$ cat src/rtl/sram_like_arbiter.sv
// -----------------------------------------------------------------------------
// sram_like_arbiter
//
// Purpose:
//   Merges the core's two SRAM-like channels (instruction fetch and data
//   load/store) onto one variable-latency memory bus. Only one transaction is
//   in flight at a time. Data has fixed priority over instruction. The
//   response is routed back to whichever channel issued the request.
//
// Ports:
//   clk, resetn            clock; asynchronous active-low reset
//   inst_req/inst_addr     instruction read request (always a read)
//   inst_addr_ok           instruction request accepted this cycle
//   inst_data_ok           instruction read data valid this cycle
//   inst_rdata             last instruction read data
//   data_req/data_wr/data_wstrb/data_addr/data_wdata
//                          data load/store request
//   data_addr_ok           data request accepted this cycle
//   data_data_ok           load data valid or store complete this cycle
//   data_rdata             last load data
//   mem_req/mem_wr/mem_wstrb/mem_addr/mem_wdata
//                          memory-side request, held stable until mem_gnt
//   mem_gnt                memory accepts the request (mem_req & mem_gnt)
//   mem_rvalid/mem_rdata   memory response (read data or write ack)
//   dbg_state              current FSM state (0 IDLE, 1 REQ, 2 RESP, 3 DONE)
//
// Handshakes:
//   Core side: a request is accepted in the cycle *_addr_ok is high, which
//   happens only in IDLE and only for the granted channel; an ungranted
//   request must be held by the core. *_data_ok is a one-cycle pulse.
//   Memory side: mem_req with its payload is held stable until the cycle
//   mem_gnt is high; the response is the first mem_rvalid after that.
//   mem_gnt outside REQ and mem_rvalid outside RESP are ignored.
// -----------------------------------------------------------------------------
module sram_like_arbiter #(
    parameter int ADDR_W = 32,
    parameter int DATA_W = 32
) (
    input  logic                clk,
    input  logic                resetn,

    input  logic                inst_req,
    input  logic [ADDR_W-1:0]   inst_addr,
    output logic                inst_addr_ok,
    output logic                inst_data_ok,
    output logic [DATA_W-1:0]   inst_rdata,

    input  logic                data_req,
    input  logic                data_wr,
    input  logic [DATA_W/8-1:0] data_wstrb,
    input  logic [ADDR_W-1:0]   data_addr,
    input  logic [DATA_W-1:0]   data_wdata,
    output logic                data_addr_ok,
    output logic                data_data_ok,
    output logic [DATA_W-1:0]   data_rdata,

    output logic                mem_req,
    output logic                mem_wr,
    output logic [DATA_W/8-1:0] mem_wstrb,
    output logic [ADDR_W-1:0]   mem_addr,
    output logic [DATA_W-1:0]   mem_wdata,
    input  logic                mem_gnt,
    input  logic                mem_rvalid,
    input  logic [DATA_W-1:0]   mem_rdata,

    output logic [1:0]          dbg_state
);

    localparam int STRB_W = DATA_W / 8;

    typedef enum logic [1:0] {
        S_IDLE = 2'd0,
        S_REQ  = 2'd1,
        S_RESP = 2'd2,
        S_DONE = 2'd3
    } state_t;

    state_t              r_state;
    state_t              w_next_state;

    // Captured request; drives the memory bus for the whole transaction.
    logic                r_wr;
    logic [STRB_W-1:0]   r_wstrb;
    logic [ADDR_W-1:0]   r_addr;
    logic [DATA_W-1:0]   r_wdata;
    logic                r_owner_data;   // 1 = data channel, 0 = instruction

    logic [DATA_W-1:0]   r_inst_rdata;
    logic [DATA_W-1:0]   r_data_rdata;

    logic                w_take_data;
    logic                w_take_inst;
    logic                w_resp_fire;

    // -------------------------------------------------------------------------
    // FSM state register
    // -------------------------------------------------------------------------
    always_ff @(posedge clk or negedge resetn) begin
        if (!resetn) begin
            r_state <= S_IDLE;
        end else begin
            r_state <= w_next_state;
        end
    end

    // -------------------------------------------------------------------------
    // FSM next state and acceptance decisions
    // -------------------------------------------------------------------------
    always_comb begin
        w_next_state = r_state;
        w_take_data  = 1'b0;
        w_take_inst  = 1'b0;
        case (r_state)
            S_IDLE: begin
                // Data wins a tie; the fetch stays pending until a data-free
                // IDLE cycle, so continuous data traffic can starve fetches.
                if (data_req) begin
                    w_take_data  = 1'b1;
                    w_next_state = S_REQ;
                end else if (inst_req) begin
                    w_take_inst  = 1'b1;
                    w_next_state = S_REQ;
                end
            end
            S_REQ: begin
                if (mem_gnt) begin
                    w_next_state = S_RESP;
                end
            end
            S_RESP: begin
                if (mem_rvalid) begin
                    w_next_state = S_DONE;
                end
            end
            S_DONE: begin
                w_next_state = S_IDLE;
            end
            default: begin
                w_next_state = S_IDLE;
            end
        endcase
    end

    assign w_resp_fire = (r_state == S_RESP) && mem_rvalid;

    // -------------------------------------------------------------------------
    // Request register. An instruction fetch is always a read with no strobes.
    // -------------------------------------------------------------------------
    always_ff @(posedge clk or negedge resetn) begin
        if (!resetn) begin
            r_wr         <= 1'b0;
            r_wstrb      <= '0;
            r_addr       <= '0;
            r_wdata      <= '0;
            r_owner_data <= 1'b0;
        end else if (w_take_data) begin
            r_wr         <= data_wr;
            r_wstrb      <= data_wstrb;
            r_addr       <= data_addr;
            r_wdata      <= data_wdata;
            r_owner_data <= 1'b1;
        end else if (w_take_inst) begin
            r_wr         <= 1'b0;
            r_wstrb      <= '0;
            r_addr       <= inst_addr;
            r_wdata      <= '0;
            r_owner_data <= 1'b0;
        end
    end

    // -------------------------------------------------------------------------
    // Response data. Each channel keeps its last read value until its next
    // read response; a store ack leaves data_rdata untouched.
    // -------------------------------------------------------------------------
    always_ff @(posedge clk or negedge resetn) begin
        if (!resetn) begin
            r_inst_rdata <= '0;
            r_data_rdata <= '0;
        end else if (w_resp_fire) begin
            if (!r_owner_data) begin
                r_inst_rdata <= mem_rdata;
            end else if (!r_wr) begin
                r_data_rdata <= mem_rdata;
            end
        end
    end

    // -------------------------------------------------------------------------
    // Outputs
    // -------------------------------------------------------------------------
    assign data_addr_ok = w_take_data;
    assign inst_addr_ok = w_take_inst;

    assign data_data_ok = (r_state == S_DONE) &&  r_owner_data;
    assign inst_data_ok = (r_state == S_DONE) && !r_owner_data;

    assign inst_rdata   = r_inst_rdata;
    assign data_rdata   = r_data_rdata;

    assign mem_req      = (r_state == S_REQ);
    assign mem_wr       = r_wr;
    assign mem_wstrb    = r_wstrb;
    assign mem_addr     = r_addr;
    assign mem_wdata    = r_wdata;

    assign dbg_state    = r_state;

endmodule

$ cat config.mk
export PLATFORM = sky130hd
export DESIGN_NAME = sram_like_arbiter
export DESIGN_NICKNAME = d
export VERILOG_FILES = /design/src/rtl/sram_like_arbiter.sv
export SDC_FILE = /design/constraint.sdc
export NUM_CORES = 1
export LEC_CHECK = 0
export CORE_MARGIN = 5
export CORE_UTILIZATION = 40
export DETAILED_ROUTE_END_ITERATION = 8
export PLACE_DENSITY = 0.89
export SLEW_MARGIN = 0
export SYNTH_ARGS = -nofsm -noshare
export SYNTH_HDL_FRONTEND = slang
export SYNTH_SLANG_ARGS = --single-unit
$ cat constraint.sdc
create_clock -name clk -period 4.1 [get_ports clk]
set_clock_uncertainty 0.1 [all_clocks]
set_input_delay 1.23 -clock clk [delete_from_list [all_inputs] [get_ports clk]]
set_output_delay 1.23 -clock clk [all_outputs]
set_load 0.02 [all_outputs]
# After elaboration in Yosys (flattened, before gate mapping)
# Cells that the tools add are included.
[word_totals]
reg_bits = 136
input_bits = 139
output_inout_bits = 140
elab_cells = 44
[classes]
eq_ne = 6
muxes = 19
n_bitwise = 2
reduce_logical = 9
[ops]
columns = ["cell", "count"]
rows = [
  ["32-bit two-way mux", 4],
  ["1-bit two-way mux", 8],
  ["2-bit two-way mux", 4],
  ["4-bit two-way mux", 2],
  ["2-bit one-hot mux with 4 select lines", 1],
  ["3-bit AND reduction", 2],
  ["2-bit == test (second input constant)", 2],
  ["1-bit logical AND", 3],
  ["3-bit inequality test (second input constant)", 1],
  ["2-bit by 1-bit == test with 1-bit output (second input constant)", 1],
  ["2-bit logical NOT", 1],
  ["2-bit by 1-bit inequality test with 1-bit output (second input constant)", 1],
  ["2-bit inequality test (second input constant)", 1],
  ["1-bit inverter", 2],
  ["2-bit AND reduction", 1],
  ["2-bit nonzero test", 1],
  ["1-bit logical NOT", 1],
]

# Depth between registers and ports, before layout
[logic_depth]
ltp_word = 5
ltp_mapped = 7
depth_no_buf = 5

# Least setup slack after synthesis
# Ideal clock, no wire load.
[synth_timing]
path_kind = "input port to output port"
start = "in data_req"
end = "out data_addr_ok"
arrival_time_ns = 1.778
required_time_ns = 2.770
slack_ns = 0.992
cell_stages = 3
cell_sequence = "nand2_2 inv_1 clkbuf_1"
[synth_between]
elab_chain_cells = 2
[synth_lines]
columns = ["item", "line", "rtl"]
rows = [
  ["start: declaration", "48", "input logic data_req,"],
  ["1-bit two-way mux", "117", "if (data_req) begin"],
  ["1-bit two-way mux", "113", "case (r_state)"],
  ["end: declaration", "53", "output logic data_addr_ok,"],
]
# Every way passes these cells.

# Worst setup path in the final report
[layout_timing]
start = "in inst_req"
end = "out inst_addr_ok"
[layout_between]
elab_chain_cells = 3
[layout_lines]
columns = ["item", "line", "rtl"]
rows = [
  ["start: declaration", "42", "input logic inst_req,"],
  ["1-bit two-way mux", "120", "end else if (inst_req) begin"],
  ["1-bit two-way mux", "117", ""],
  ["1-bit two-way mux", "113", ""],
  ["end: declaration", "44", "output logic inst_addr_ok,"],
]
# Every way passes these cells.

==> results.sh <==
export IMPL_finalSetupTns_ns=0
export IMPL_cts_tree="built"
export IMPL_yosysWarningCount=0
export IMPL_timing_hold_violations_final=0
export IMPL_htree_levels=4
export IMPL_p_seq_share_pct=32.1
export IMPL_antenna_cells=0
export IMPL_holdBufCountCts=0
export IMPL_outcome="finished, final reports clean"
export IMPL_portBuffers=278
export IMPL_clock_sinks=136
export IMPL_min_period_ns=3.920
export IMPL_setup_viol=0
export IMPL_cp_cell_sequence="clkdlybuf4s50_1, nand2_1, nor2_1, clkdlybuf4s50_1"
export IMPL_post_place_cells=819
export IMPL_instances_no_fill=851
export IMPL_path_common_cell="clkdlybuf4s50_1"
export IMPL_clock_latency_ns=0.40
export IMPL_grt_pass1_vias=4694
export IMPL_syn_area_um2=5340
export IMPL_drive_above_1_share_pct=15.56
export IMPL_syn_to_final_growth_pct=66.52
export IMPL_synth_seq_cells=136
export IMPL_critPathKind="in2out"
export IMPL_core_area_um2=13190
export IMPL_r2r_cells=5
export IMPL_routedWlPerCell_um=18.27
export IMPL_crit_slowest_cell="clkdlybuf4s50_1"
export IMPL_std_cell_rows=42
export IMPL_cts_resized=0
export IMPL_powerDensity_nw_per_um2=849.9
export IMPL_yosysSeqAreaShare_pct=63.73
export IMPL_viasPerCell=4.868
export IMPL_grt_pass1_wl_mm=25.19
export IMPL_endpoint_kind="output port"
export IMPL_fill_cells=943
export IMPL_power_frac_comb_pct=48.3
export IMPL_tightest_slew_ns=0.8156
export IMPL_track_usage_pct=20.22
export IMPL_routed_wl_mm=15.55
export IMPL_r2r_end="data_rdata[25]"
export IMPL_die_h_um=125.5
export IMPL_hp_class="reg2reg"
export IMPL_grt_overflow=0
export IMPL_critPathArrivalTime_ns=2.59
export IMPL_path_clk_slew_ns=0.06
export IMPL_cts_root_buf="clkbuf_16"
export IMPL_r2r_slack_ns=1.61
export IMPL_final_period_utilization_pct=95.61
export IMPL_via_count=4143
export IMPL_post_route_util_pct=67.42
export IMPL_dpl_hpwl_mm=11.64
export IMPL_p_clk_share_pct=19.6
export IMPL_rr_startpoint="dbg_state[0]"
export IMPL_fmax_ghz=0.2551
export IMPL_ir_drop_mv=0.5109
export IMPL_cts_buffer_depth=2
export IMPL_rsz0062_at_grt="false"
export IMPL_drtAntennaViolNets=0
export IMPL_mostFrequentLayoutCell="clkdlybuf4s50_1"
export IMPL_die_w_um=125.5
export IMPL_drc=0
export IMPL_sw_frac_of_total_pct=36.56
export IMPL_max_slew_margin_rel_pct=45.34
export IMPL_p_sw_mw=2.763
export IMPL_start_util_pct=40.49
export IMPL_cts_setup_buffers=0
export IMPL_required_ns=2.77
export IMPL_syn_instance_count=382
export IMPL_whs_path_depth=2
export IMPL_slew_viol_final=0
export IMPL_grt_max_degree=86
export IMPL_p_leak_nw=4.032
export IMPL_synth_distinct_cells=19
export IMPL_start_kind="input pin"
export IMPL_io_pin_count=279
export IMPL_hold_start="mem_addr[13]"
export IMPL_antenna_found_initial=0
export IMPL_nets=806
export IMPL_finalPower_mw=7.557
export IMPL_slowest_delay_ns=0.60
export IMPL_drt_first_pass_iters=4
export IMPL_first_iter_violations=170
export IMPL_internal_power_mw=4.794
export IMPL_hold_end="mem_addr[13]"
export IMPL_crit_path_start="inst_req"
export IMPL_final_cell_mix="277 x clkdlybuf4s50_1, 136 x dfrtp_1, 64 x mux2_2"
export IMPL_path_max_fanout=3
export IMPL_cts_buffers=17
export IMPL_synth_nets=526
export IMPL_syn_avg_cell_area_um2=13.98
export IMPL_globalplace_congestion=0.7920
export IMPL_drv_cap=0
export IMPL_die_area_um2=15760
[area by class of cell]
cell class	count	area (um2)	area share [%]
Sequential cell	136	3403	38.27
Timing Repair Buffer	285	2861	32.18
Multi-Input combinational cell	217	1813	20.39
Clock buffer	19	432.9	4.868
Tap cell	176	220.2	2.476
Clock inverter	13	142.6	1.604
Inverter	5	18.77	0.2111
[synthesized netlist by cell type]
cell type | count | area share (%)
nor2_1 | 3 | 0.21
a222oi_1 | 1 | 0.19
and2_1 | 1 | 0.12
mux2_2 | 64 | 13
clkbuf_1 | 3 | 0.21
nand2_2 | 1 | 0.12
mux2_1 | 1 | 0.21
ha_1 | 5 | 1.2
buf_2 | 21 | 2.0
dfrtp_1 | 136 | 64
mux2i_1 | 33 | 6.2
inv_1 | 4 | 0.28
nor2b_1 | 1 | 0.12
nand3b_1 | 1 | 0.14
o21ai_0 | 33 | 3.1
nand4b_1 | 1 | 0.16
inv_2 | 1 | 0.070
a22o_1 | 37 | 6.1
nand2_1 | 35 | 2.5
[flip-flops by register name, summed over array words and instances, names as in the netlist]
name	flops
inst_rdata	32
r_owner_data	1
mem_wr	1
mem_addr	32
mem_wstrb	4
dbg_state	2
data_rdata	32
mem_wdata	32
[worst max-delay path: cells and delay by family]
kind,cells,cell delay [ns]
buffers and inverters,2,1.16
and+or+nand+nor,2,0.19
[stage by stage]
step           hold slack [ns]  setup slack [ns]  area (um2)
5_1_grt                 0.3981            0.1062        8892
4_1_cts                 0.3823            0.1675        8892
6_report                0.3727            0.1802        8892
3_5_place_dp            0.3691            0.1731        8317
3_3_place_gp            0.3607            0.1545        8317
2_1_floorplan           0.3915            0.9922        5340
[logic make-up after synthesis]
family                   count (synthesis)  synth area share (%)
flip-flops                             136                 63.73
adder cells (fa/ha/maj)                  5                 1.172
AO/OA/AOI/OAI                           71                 9.349
multiplexers                            98                 19.89
buffers and inverters                   29                 2.530
AND/OR/NAND/NOR                         43                 3.327
[worst max path at each step]
stage                   end  slack [ns]  depth (start not counted)
2_1_floorplan  data_addr_ok        0.99                          3
3_3_place_gp   data_addr_ok        0.15                          4
3_5_place_dp   inst_addr_ok        0.17                          4
4_1_cts        data_addr_ok        0.17                          4
5_1_grt        inst_addr_ok        0.11                          4
6_report       inst_addr_ok        0.18                          4
[power groups by stage]
stage	sequential [mW]	clock [mW]	combinational, mW
final	2.43	1.48	3.65
after global routing	2.52	1.58	3.88
after CTS	2.43	1.51	3.70
after detailed placement	2.43	0	3.69
after global placement	2.40	0	3.60
after floorplan	3.20	0	1.02
[metal layers]
metal | GRT usage, % | wire [um] | vias up
met5 | 0 | 0 | -
met4 | 8.673 | 478 | 0
met3 | 7.463 | 1284 | 37
met2 | 33.86 | 7847 | 197
met1 | 23.32 | 5942 | 1988
li1 | - | - | 1921
Power figures use the tool's default switching activity.
